<file path="src/rtl/cpc_pi_mailbox.sv">
// CPC Z80 I/O-port <-> Raspberry Pi req/ack mailbox with a byte FIFO in each direction.
// Everything runs on the CPC clock; the asynchronous Pi controls are synchronised in.
`timescale 1ns/1ps

module cpc_pi_mailbox #(
    parameter logic [7:0] ADDR_HI     = 8'hFD,
    parameter int         DEPTH_LOG2  = 4,
    parameter int         SYNC_STAGES = 2
) (
    input  logic        CLK,
    input  logic        RESET,
    input  logic [15:0] A,
    input  logic [7:0]  D_in,
    output logic [7:0]  D_out,
    output logic        D_oe,
    input  logic        IOREQ_B,
    input  logic        RD_B,
    input  logic        WR_B,
    input  logic        M1_B,
    input  logic        pi_req,
    input  logic        pi_rnw,
    input  logic        pi_sel,
    input  logic [7:0]  pi_data_in,
    output logic [7:0]  pi_data_out,
    output logic        pi_ack,
    output logic        pi_irq
);

    localparam int                    DEPTH    = 1 << DEPTH_LOG2;
    localparam int                    CW       = DEPTH_LOG2 + 1;
    localparam logic [CW-1:0]         CNT_FULL = CW'(DEPTH);
    localparam logic [CW-1:0]         CNT_ONE  = CW'(1);
    localparam logic [DEPTH_LOG2-1:0] PTR_ONE  = DEPTH_LOG2'(1);

    typedef enum logic [1:0] {ST_IDLE, ST_EXEC, ST_ACK, ST_WAIT} pi_state_t;

    logic hit, wr_act, rd_act, wr_act_q, rd_act_q, rd_sel_q;
    logic cpc_wr_start, cpc_rd_end;

    assign hit          = !IOREQ_B && M1_B && (A[15:8] == ADDR_HI) && (A[7:1] == 7'd0);
    assign wr_act       = hit && !WR_B;
    assign rd_act       = hit && !RD_B;
    assign cpc_wr_start = wr_act && !wr_act_q;
    assign cpc_rd_end   = !rd_act && rd_act_q;

    // NOTE: sequential state is written with <= so every flop samples pre-edge values.
    always_ff @(posedge CLK) begin
        if (RESET) begin
            wr_act_q <= 1'b0;
            rd_act_q <= 1'b0;
            rd_sel_q <= 1'b0;
        end else begin
            wr_act_q <= wr_act;
            rd_act_q <= rd_act;
            if (rd_act) rd_sel_q <= A[0];
        end
    end

    // Pi controls: req resets to all-ones so a req held across reset is not a new edge.
    logic [SYNC_STAGES-1:0] req_sync, rnw_sync, sel_sync;
    logic req_s, rnw_s, sel_s, req_prev;

    assign req_s = req_sync[SYNC_STAGES-1];
    assign rnw_s = rnw_sync[SYNC_STAGES-1];
    assign sel_s = sel_sync[SYNC_STAGES-1];

    always_ff @(posedge CLK) begin
        if (RESET) begin
            req_sync <= '1;
            rnw_sync <= '0;
            sel_sync <= '0;
            req_prev <= 1'b1;
        end else begin
            req_sync <= {req_sync[SYNC_STAGES-2:0], pi_req};
            rnw_sync <= {rnw_sync[SYNC_STAGES-2:0], pi_rnw};
            sel_sync <= {sel_sync[SYNC_STAGES-2:0], pi_sel};
            req_prev <= req_s;
        end
    end

    pi_state_t state;
    logic      pi_exec;
    assign pi_exec = (state == ST_EXEC);

    logic [7:0]            h2p_mem [DEPTH];
    logic [7:0]            p2h_mem [DEPTH];
    logic [DEPTH_LOG2-1:0] h2p_wr, h2p_rd, p2h_wr, p2h_rd;
    logic [CW-1:0]         h2p_cnt, p2h_cnt;
    logic                  h2p_full, h2p_empty, p2h_full, p2h_empty;
    logic                  h2p_push, h2p_pop, p2h_push, p2h_pop;
    logic                  h2p_push_req, p2h_push_req, ovf;
    logic [7:0]            h2p_head, p2h_head, cpc_status, pi_status;

    assign h2p_full     = (h2p_cnt == CNT_FULL);
    assign h2p_empty    = (h2p_cnt == '0);
    assign p2h_full     = (p2h_cnt == CNT_FULL);
    assign p2h_empty    = (p2h_cnt == '0);
    assign h2p_push_req = cpc_wr_start && !A[0];
    assign p2h_push_req = pi_exec && !rnw_s && !sel_s;
    assign h2p_push     = h2p_push_req && !h2p_full;
    assign h2p_pop      = pi_exec && rnw_s && !sel_s && !h2p_empty;
    assign p2h_push     = p2h_push_req && !p2h_full;
    assign p2h_pop      = cpc_rd_end && !rd_sel_q && !p2h_empty;
    assign h2p_head     = h2p_empty ? 8'hFF : h2p_mem[h2p_rd];
    assign p2h_head     = p2h_empty ? 8'hFF : p2h_mem[p2h_rd];
    assign cpc_status   = {ovf, 5'b0, !h2p_full, !p2h_empty};
    assign pi_status    = {ovf, 5'b0, !p2h_full, !h2p_empty};

    // NOTE: FIFO storage is not reset; the counts alone say which entries are valid.
    always_ff @(posedge CLK) begin
        if (h2p_push) h2p_mem[h2p_wr] <= D_in;
        if (p2h_push) p2h_mem[p2h_wr] <= pi_data_in;
    end

    always_ff @(posedge CLK) begin
        if (RESET) begin
            h2p_wr  <= '0;
            h2p_rd  <= '0;
            h2p_cnt <= '0;
            p2h_wr  <= '0;
            p2h_rd  <= '0;
            p2h_cnt <= '0;
        end else begin
            if (h2p_push) h2p_wr <= h2p_wr + PTR_ONE;
            if (h2p_pop)  h2p_rd <= h2p_rd + PTR_ONE;
            if (h2p_push && !h2p_pop)      h2p_cnt <= h2p_cnt + CNT_ONE;
            else if (!h2p_push && h2p_pop) h2p_cnt <= h2p_cnt - CNT_ONE;
            if (p2h_push) p2h_wr <= p2h_wr + PTR_ONE;
            if (p2h_pop)  p2h_rd <= p2h_rd + PTR_ONE;
            if (p2h_push && !p2h_pop)      p2h_cnt <= p2h_cnt + CNT_ONE;
            else if (!p2h_push && p2h_pop) p2h_cnt <= p2h_cnt - CNT_ONE;
        end
    end

    // Overflow wins over a same-cycle status-read clear so no drop goes unreported.
    always_ff @(posedge CLK) begin
        if (RESET) begin
            ovf    <= 1'b0;
            pi_irq <= 1'b0;
        end else begin
            if ((h2p_push_req && h2p_full) || (p2h_push_req && p2h_full)) ovf <= 1'b1;
            else if (cpc_rd_end && rd_sel_q)                              ovf <= 1'b0;
            pi_irq <= !h2p_empty;
        end
    end

    always_ff @(posedge CLK) begin
        if (RESET) begin
            state       <= ST_IDLE;
            pi_ack      <= 1'b0;
            pi_data_out <= 8'h00;
        end else begin
            case (state)
                ST_IDLE: if (req_s && !req_prev) state <= ST_EXEC;
                ST_EXEC: begin
                    if (rnw_s) pi_data_out <= sel_s ? pi_status : h2p_head;
                    pi_ack <= 1'b1;
                    state  <= ST_ACK;
                end
                ST_ACK: if (!req_s) begin
                    pi_ack <= 1'b0;
                    state  <= ST_WAIT;
                end
                ST_WAIT: state <= ST_IDLE;
                default: state <= ST_IDLE;
            endcase
        end
    end

    assign D_oe  = rd_act;
    assign D_out = A[0] ? cpc_status : p2h_head;

endmodule

</file>
<file path="config.mk">
export PLATFORM = sky130hd
export DESIGN_NAME = cpc_pi_mailbox
export DESIGN_NICKNAME = d
export VERILOG_FILES = /design/src/rtl/cpc_pi_mailbox.sv
export SDC_FILE = /design/constraint.sdc
export NUM_CORES = 1
export LEC_CHECK = 0
export CORE_AREA = 4 4 150 152
export CTS_CLUSTER_DIAMETER = 80
export CTS_CLUSTER_SIZE = 30
export DETAILED_ROUTE_END_ITERATION = 8
export DIE_AREA = 0 0 154 156
export GPL_ROUTABILITY_DRIVEN = 0
export GPL_TIMING_DRIVEN = 1
export PLACE_DENSITY = 0.79
export SYNTH_ARGS = -nofsm -noshare
export SYNTH_HDL_FRONTEND = slang
export SYNTH_SLANG_ARGS = --single-unit
</file>
<file path="constraint.sdc">
create_clock -name CLK -period 5.2 [get_ports CLK]
set_clock_uncertainty 0.15 [all_clocks]
set_input_delay 0.52 -clock CLK [delete_from_list [all_inputs] [get_ports CLK]]
set_output_delay 0.52 -clock CLK [all_outputs]
set_load 0.01 [all_outputs]
</file>
---- After elaboration in Yosys (flattened, before gate mapping) ----
Memory sizes are Yosys's and may differ from the RTL's. A register that Yosys moved wholly into a read port is not among the register bits.
Index checks and enable logic that the tools add are counted.
word-level totals
  bits of input ports ..................... 41
  RAM bits ................................ 256
  register bits after elaboration ......... 49
  memories kept ........................... 2
cells by class
  reduce and logical (&&, ||, !) cells .... 55
  eq/ne operators ......................... 8
  mux-type cells .......................... 23
  add/subtract/negate cells ............... 8
memory list
  name     words  bits a word  rd ports  clocked after Yosys merged registers in  write ports  line  source
  h2p_mem  16     8            1         1                                        1            85    logic [7:0] h2p_mem [DEPTH];
  p2h_mem  16     8            1         1                                        1            86    logic [7:0] p2h_mem [DEPTH];
operator list
  operator                                           number
  2-to-1 mux 8 bit                                   4
  logical AND 1 bit                                  25
  2-to-1 mux 5 bit                                   4
  zero test 1 bit                                    18
  adder 4 x 1 -> 4 bit (second input constant)       4
  2-to-1 mux 4 bit                                   4
  adder 5 x 1 -> 5 bit (second input constant)       2
  == test 5 bit (second input constant)              2
  zero test 5 bit                                    2
  subtractor 5 x 1 -> 5 bit (second input constant)  2
  == test 8 bit (second input constant)              1
  case mux 2 bit (4 select lines)                    1
  nonzero test 2 bit                                 4
  zero test 7 bit                                    1
  2-to-1 mux 1 bit                                   7
  AND reduction 2 bit                                3
  == test 2 bit (second input constant)              2
  2-to-1 mux 2 bit                                   2
  inequality test 2 bit (second input constant)      2
  == test 2 x 1 -> 1 bit (second input constant)     1
  zero test 2 bit                                    1
  case mux 1 bit (2 select lines)                    1
  logical OR 1 bit                                   1

---- Logic depth before layout (Yosys ltp) ----
Gate-level depths: netlist of run 1.
  depth in word-level cells ............... 12
  mapped depth ............................ 13
  gate-level depth less buffers ........... 12

---- Worst setup path after synthesis of run 1 ----
No wires, ideal clock.
  path kind ............................... input to register
  start ................................... input A[3]
  end ..................................... register h2p_cnt[4]
  stages .................................. 13
  data arrival time ....................... 2.978 ns
  library setup time ...................... 0.071 ns
  required time ........................... 4.979 ns
  slack ................................... 2.002 ns
  path through ............................ nor4_1 and4_1 and3_1 buf_2 buf_2 ha_1 inv_1 fa_1 a21o_1 a21oi_1 xnor2_1 or3_1 a21oi_1
on the way
  word-level cells in the longest chain between the ends .. 9
  elaborated cells on any way between the ends .. 11
ends and longest elaborated chain
  item                                 line  source
  from (decl)                          12    input logic [15:0] A,
  zero test 7 bit (*)                  40    assign hit = !IOREQ_B && M1_B && (A[15:8] == ADDR_HI) && (A[7:1] == 7'd0);
  logical AND 1 bit (*)                40
  logical AND 1 bit (*)                41    assign wr_act = hit && !WR_B;
  logical AND 1 bit (*)                43    assign cpc_wr_start = wr_act && !wr_act_q;
  logical AND 1 bit (*)                98    assign h2p_push_req = cpc_wr_start && !A[0];
  logical AND 1 bit (*)                100   assign h2p_push = h2p_push_req && !h2p_full;
  via h2p_push                         90    logic h2p_push, h2p_pop, p2h_push, p2h_pop;
  zero test 1 bit                      127   else if (!h2p_push && h2p_pop) h2p_cnt <= h2p_cnt - CNT_ONE;
  logical AND 1 bit                    127
  nonzero test 2 bit (no source line)  --
  to (signal assigned)                 126   if (h2p_push && !h2p_pop) h2p_cnt <= h2p_cnt + CNT_ONE;
  to (signal assigned)                 127
  to (decl)                            88    logic [CW-1:0] h2p_cnt, p2h_cnt;
The timed path passes the listed nets; every way through them passes the cells marked *.
A chain may end at the register's enable or synchronous reset.

==> results of run 1 <==
## report_power, final
| part | switching (mW) | internal [mW] |
|---|---|---|
| Sequential | 0.0377 | 2.75 |
| Clock | 0.750 | 0.558 |
| Combinational | 0.283 | 0.231 |
## logic make-up after synthesis
| family | synth area share [%] |
|---|---|
| flops | 70.3 |
| simple gates | 6.69 |
| mux | 13.8 |
| compound gates | 3.98 |
| buf+inv | 1.68 |
| fa+ha+maj | 2.41 |
| xor+xnor | 1.12 |
## registers in the layout, indices dropped and copies added (netlist names), named ones only
register     cells
req_prev         1
pi_irq           1
p2h_cnt          5
h2p_cnt          5
h2p_rd           4
rd_act_q         1
h2p_mem        128
sel_sync         2
ovf              1
pi_ack           1
p2h_mem        128
rd_sel_q         1
req_sync         2
h2p_wr           4
rnw_sync         2
pi_data_out      8
p2h_wr           4
state            2
wr_act_q         1
p2h_rd           4
## cell usage after synthesis (all sizes together), types with 2 or more instances
| cell | number |
|---|---|
| buf | 20 |
| nand2b | 4 |
| nor3 | 13 |
| and2 | 3 |
| xor2 | 7 |
| inv | 14 |
| or4 | 2 |
| a22oi | 6 |
| mux2 | 3 |
| nand2 | 26 |
| clkbuf | 14 |
| or3 | 4 |
| nor4 | 5 |
| mux4 | 60 |
| a221oi | 5 |
| dfxtp | 57 |
| and3 | 12 |
| ha | 21 |
| edfxtp | 256 |
| nand4 | 4 |
| xnor2 | 9 |
| a21oi | 27 |
| or2 | 4 |
| a21o | 5 |
| fa | 2 |
| nand3 | 10 |
| a211oi | 3 |
| mux2i | 32 |
| a2111oi | 2 |
| a31oi | 3 |
| nor4b | 2 |
| o21ai | 8 |
| nand3b | 4 |
| nor2 | 62 |
| nor2b | 10 |
| o211ai | 6 |
## how the worst max path moves through the flow
| stage | endpoint | startpoint |
|---|---|---|
| after floorplan | h2p_cnt[4]$_SDFFE_PP0P_ | A[3] |
| after global placement | h2p_cnt[4]$_SDFFE_PP0P_ | A[0] |
| after detailed placement | h2p_cnt[4]$_SDFFE_PP0P_ | A[0] |
| after CTS | D_out[0] | register |
| after global routing | D_out[0] | register |
| final | D_out[0] | register |
## stage by stage
stage / cell area [um^2] / instances / util (%) / hold slack, ns / setup slack (ns)
3_3_place_gp: 13400 / 1048 / 63.9 / 0.251 / 1.37
3_5_place_dp: 13400 / 1048 / 63.9 / 0.255 / 1.12
6_report: 13900 / 1071 / 66.0 / 0.267 / 1.21
2_1_floorplan: 12600 / 736 / - / 0.239 / 2.00
4_1_cts: 13900 / 1071 / 66.0 / 0.276 / 1.18
5_1_grt: 13900 / 1071 / 66.0 / 0.295 / 0.906
## worst register-to-register path: cells and delay by family, from the launching register on
family                   cells  cell delay [ns]
adder cells (fa/ha/maj)      3             1.02
flip-flops                   1             0.33
AND/OR/NAND/NOR              2             0.81
buffers and inverters        2             0.21
AO/OA/AOI/OAI                4             0.88
XOR/XNOR                     1             0.09
## cell usage in the layout, fill, tap and decap left out, types with 14 or more instances in the layout
master | netlist | final
dfxtp_1 | 57 | 56
mux2i_1 | 32 | 32
nor2_1 | 62 | 62
mux4_2 | 53 | 53
inv_1 | 14 | 14
edfxtp_1 | 256 | 256
clkbuf_16 | 0 | 15
a21oi_1 | 26 | 26
clkdlybuf4s50_1 | 0 | 58
nand2_1 | 26 | 26
ha_1 | 21 | 21
## metal layers
| layer | wire [um] | part of all wire, % | track usage [%] | vias to the layer above |
|---|---|---|---|---|
| met5 | 0 | 0 | 0 | - |
| met4 | 484 | 1.9 | 4.84 | 0 |
| met3 | 1610 | 6.5 | 2.97 | 34 |
| met2 | 13200 | 53 | 37.5 | 276 |
| met1 | 9600 | 39 | 27.0 | 3385 |
| li1 | - | - | - | 2976 |
## cell type report
cell class	count	area share, %
flip-flops and latches	313	63.6
well taps	275	2.48
repair buffers	71	4.87
clock buffers	18	2.79
clock inverters	5	0.433
inverters	14	0.379
multi-input cells	375	25.4
==> reports/qor.csv, run 1 <==
stage,metric,value,unit
yosys,#FFs+latches synth,313,
detailed_routing,total wire length,24.9,mm
timing,Slew HR,29.0,%
cts,CTS max path bufs,3,
layout,share of layout cells above drive strength 1,12.8,%
worst_setup_path,Crit path largest cell delay,0.90,ns
layout,Final nets,854,
worst_setup_path,FF-to-FF Start,state[1]$_SDFFE_PP0P_,
yosys,synthesized area,12600,um^2
worst_setup_path,most used cell along the critical path,nand2_1,
worst_setup_path,CP startpoint kind,register,
floorplan,Total Die Area,24000,um^2
pwr,leakage dissipation,4.47,nW
cts,CTS buffer count,15,
timing,Tightest Pin Transition,1.06,ns
yosys,prevailing post-synth register cell,edfxtp_1,
job,Max Cap Viol,0,
worst_setup_path,"setup slack, reg-to-reg",1.65,ns
cts,hold-fix buffers at CTS,0,
yosys,Async SR Flop Fraction,0,%
global_routing,first-pass GRT wire length,38.7,mm
detailed_routing,Routed wire per std cell,23.2,um
global_routing,Tot GR Track Use,20.8,%
detailed_routing,1st-iter DRT viols,555,
worst_setup_path,crit-path max FO,25,
global_routing,initial antenna violation count,0,
worst_setup_path,worst endpoint required time,4.53,ns
floorplan,Die W,154,um
status,outcome,"complete, no violations",
cts,CTS resizes,0,
worst_setup_path,r2r endpoint,p2h_cnt[4]$_SDFFE_PP0P_,
yosys,"area leader, netlist",edfxtp_1,
cts,clock-pin slew on the worst setup and hold paths,0.11,ns
yosys,Post-Syn Nets,800,
layout,ANT cells,0,
yosys,Post-synth EDFFs,256,
hold_path,Hold Crit Endpoint,req_sync[1]$_SDFF_PP1_,
floorplan,Starting Density,59.7,%
timing,final setup vio count,0,
floorplan,row count,53,
layout,Layout fillers,1353,
floorplan,num ports,60,
timing,fin. max-slew vios,0,
detailed_routing,via density per instance,6.23,
timing,unrepaired setup endpoints after global routing,false,
yosys,Synthesis Warnings,0,
detailed_routing,Antenna Violating Nets Remaining,0,
layout,FF+latch area,8830,um^2
cts,# clock sinks,313,
detailed_routing,Via Count,6671,
pwr,IR Drop Worst-Case VDD,0.304,mV
yosys,most area-consuming cells after synthesis,"edfxtp_1 (61%), mux4_2 (9.5%), dfxtp_1 (9.1%)",
yosys,"Seq/Total Area, Yosys",70.3,%
worst_setup_path,Levels on crit path,6,
yosys,Syn Inst Count,736,
global_routing,number of global-route vias before repair,6777,
pwr,total power after layout,4.61,mW
worst_setup_path,"Slowest-stage cell, CP",dfxtp_2,
detailed_routing,DRC,0,
yosys,syn avg cell area,17.1,um^2
worst_setup_path,Worst EP arrival,3.32,ns
pwr,pwr/cell area,333,nW/um^2
floorplan,Core Area,21000,um^2
placement,hpwl dp,16.5,mm
timing,"Period Utilization, post-route",76.8,%
timing,final setup TNS,0,ns
worst_setup_path,CP Cell Sequence,mux4_2 > nand2_1 > nand2_1 > a2111oi_0 > mux2i_1 > clkdlybuf4s50_1,
worst_setup_path,path depth of the worst reg2reg path,12,
timing,Final Hold Viols,0,
timing,Final Critical Period,3.99,ns
cts,CTS root buf,clkbuf_16,
hold_path,hold depth,1,
worst_setup_path,Worst Path Buf+Inv,1,
floorplan,die height,156,um
worst_setup_path,Top Family by Delay on Critical Path,flip-flops,
layout,P&R area growth vs syn,10.5,%
cts,Post CTS Setup Buffer Count,0,
hold_path,hold path startpoint,req_sync[0]$_SDFF_PP1_,
global_routing,largest net degree at the start of global routing,53,
placement,input/output buffers,59,
detailed_routing,drt pass-1 iters,6,
layout,Multi-input gate area,3520,um^2
yosys,synth unique cells,57,
yosys,Synth top area share,61.2,%
worst_setup_path,critical setup path kind,reg -> out,
global_routing,grt total ovfl,0,
cts,CTS tree,built,
timing,FMAX,0.250,GHz
hold_path,HP Class,reg -> reg,
cts,Skew-Pair Late Insertion Delay,0.49,ns
cts,H-tree level count,1,
worst_setup_path,CP endpoint kind,output port,
(Power assumes the default switching activity.)
==> run 2, diff against run 1 <==
==> constraint.sdc (replaced) <==
create_clock -name CLK -period 3.96 [get_ports CLK]
set_clock_uncertainty 0.15 [all_clocks]
set_input_delay 0.396 -clock CLK [delete_from_list [all_inputs] [get_ports CLK]]
set_output_delay 0.396 -clock CLK [all_outputs]
set_load 0.01 [all_outputs]
==> reports/qor.csv, run 2 (synthesis gave the netlist of run 1 again) <==
stage,metric,value,unit,change
layout,Final nets,864,,+1.2%
status,outcome,"complete, no violations",,
timing,FMAX,0.279,GHz,
timing,Slew HR,31.3,%,+2.3 points
timing,worst hold margin,0.121,ns,-0.146 ns
cts,CTS buffer count,15,,unchanged
pwr,total power after layout,6.11,mW,+33%
timing,fin. max-slew vios,0,,unchanged
cts,clock-pin slew on the worst setup and hold paths,0.11,ns,about the same
layout,"commonest cells after routing, fill and taps aside","edfxtp_1 (256), nor2_1 (62), clkdlybuf4s50_1 (58)",,
detailed_routing,via density per instance,6.15,,-1.2%
layout,Layout fillers,1343,,-0.74%
cts,# clock sinks,313,,unchanged
worst_setup_path,Worst EP arrival,3.04,ns,-0.28 ns
cts,H-tree level count,1,,unchanged
detailed_routing,Antenna Violating Nets Remaining,0,,unchanged
detailed_routing,Routed wire per std cell,22.9,um,-1.2%
floorplan,Die W,154,um,unchanged
placement,input/output buffers,59,,unchanged
global_routing,first-pass GRT wire length,39.0,mm,+0.93%
placement,Cells after DPL,1058,,+0.95%
detailed_routing,Via Count,6662,,-0.13%
timing,final setup vio count,0,,unchanged
layout,Top Registers,"h2p_mem (128), p2h_mem (128), pi_data_out (8)",,
placement,hpwl dp,16.7,mm,+1.3%
cts,CTS max path bufs,3,,unchanged
timing,"Period Utilization, post-route",90.5,%,
floorplan,row count,53,,unchanged
global_routing,grt total ovfl,0,,unchanged
cts,CTS root buf,clkbuf_16,,
layout,"most common cell after layout, fill and taps aside",edfxtp_1,,
layout,P&R area growth vs syn,11.1,%,
detailed_routing,total wire length,24.8,mm,-0.14%
hold_path,hold depth,2,,+1
cts,Post CTS Setup Buffer Count,0,,unchanged
layout,ANT cells,0,,unchanged
hold_path,HP Class,in -> reg,,
floorplan,die height,156,um,unchanged
worst_setup_path,Crit path largest cell delay,0.78,ns,-0.12 ns
floorplan,Starting Density,59.7,%,unchanged
pwr,IR Drop Worst-Case VDD,0.356,mV,+17%
floorplan,num ports,60,,unchanged
worst_setup_path,CP startpoint kind,register,,
layout,share of layout cells above drive strength 1,13.6,%,+0.80 points
pwr,leakage dissipation,4.53,nW,+1.3%
detailed_routing,1st-iter DRT viols,528,,-4.9%
timing,Final Critical Period,3.58,ns,
pwr,pwr/cell area,438,nW/um^2,+32%
detailed_routing,drt pass-1 iters,5,,-1
worst_setup_path,CP endpoint kind,output port,,
timing,Tightest Pin Transition,1.03,ns,-0.0298 ns
worst_setup_path,"Slowest-stage cell, CP",dfxtp_1,,
worst_setup_path,CP Cell Sequence,buf_4 > mux4_2 > mux2i_1 > a221oi_1 > clkdlybuf4s50_1,,
timing,unrepaired setup endpoints after global routing,false,,
timing,Final Hold Viols,0,,unchanged
worst_setup_path,path depth of the worst reg2reg path,12,,unchanged
global_routing,Tot GR Track Use,20.9,%,+0.17 points
worst_setup_path,critical setup path kind,reg -> out,,
worst_setup_path,worst endpoint required time,3.41,ns,-1.12 ns
layout,"non-filler cells, final",1083,,+1.1%
floorplan,Core Area,21000,um^2,unchanged
cts,CTS tree,built,,
floorplan,Total Die Area,24000,um^2,unchanged
cts,hold-fix buffers at CTS,0,,unchanged
cts,CTS resizes,0,,unchanged
global_routing,initial antenna violation count,0,,unchanged
timing,final setup TNS,0,ns,unchanged
cts,Skew-Pair Late Insertion Delay,0.49,ns,about the same
layout,final core utilization,66.4,%,+0.39 points
worst_setup_path,crit-path max FO,18,,-28%
global_routing,largest net degree at the start of global routing,40,,-25%
global_routing,number of global-route vias before repair,6829,,+0.77%
detailed_routing,DRC,0,,unchanged
job,Max Cap Viol,0,,unchanged
-- run 2: changes by cell type in the layout (fill, tap and decap cells not counted) --
| cell | before | now |
|---|---|---|
| clkbuf_1 | 3 | 6 |
| inv_12 | 0 | 1 |
| buf_4 | 12 | 22 |
| nor3_2 | 1 | 0 |
| inv_8 | 2 | 1 |
| nor3_1 | 12 | 13 |
| clkinvlp_2 | 1 | 0 |
-- run 2: cell type report --
type / count / area, um^2 / area share, %
well taps: 275 / 344 / 2.47
multi-input cells: 375 / 3520 / 25.2
clock buffers: 21 / 398 / 2.85
flip-flops and latches: 313 / 8830 / 63.3
clock inverters: 4 / 60.1 / 0.430
inverters: 14 / 52.6 / 0.377
repair buffers: 81 / 751 / 5.38
-- run 2: power by group --
| part | total [mW] | internal [mW] | switching, mW |
|---|---|---|---|
| clock network | 1.74 | 0.746 | 0.998 |
| registers | 3.67 | 3.62 | 0.0516 |
| logic | 0.703 | 0.321 | 0.381 |
| total | 6.11 | 4.68 | 1.43 |
-- run 2: metal layers --
| layer | up-vias | wire, um | global-route usage, % |
|---|---|---|---|
| li1 | 3009 | - | - |
| met1 | 3380 | 9540 | 27.5 |
| met2 | 248 | 13400 | 37.5 |
| met3 | 25 | 1610 | 3.30 |
| met5 | - | 0 | 0 |
| met4 | 0 | 300 | 4.33 |
-- run 2: critical path, delay by kind of cell (launching register included) --
kind	cells	cell delay (ns)
AO/OA/AOI/OAI	1	0.43
multiplexers	2	0.32
buffers and inverters	2	1.01
flip-flops	1	0.78
-- run 2: path summary, 6_finish.rpt --
kind / from / endpoint / slack (ns)
max: register / D_out[4] / 0.38
min: RESET / h2p_wr[1]$_SDFFE_PP0P_ / 0.12
max reg2reg: state[1]$_SDFFE_PP0P_ / p2h_cnt[4]$_SDFFE_PP0P_ / 0.48
min reg2reg: req_sync[0]$_SDFF_PP1_ / req_sync[1]$_SDFF_PP1_ / 0.29
-- run 2: stage by stage --
stage	instance area, um^2	setup slack (ns)
after floorplan	12600	0.870
after global placement	13500	0.573
after detailed placement	13500	0.390
after CTS	14000	0.314
after global routing	14000	0.187
final	14000	0.376
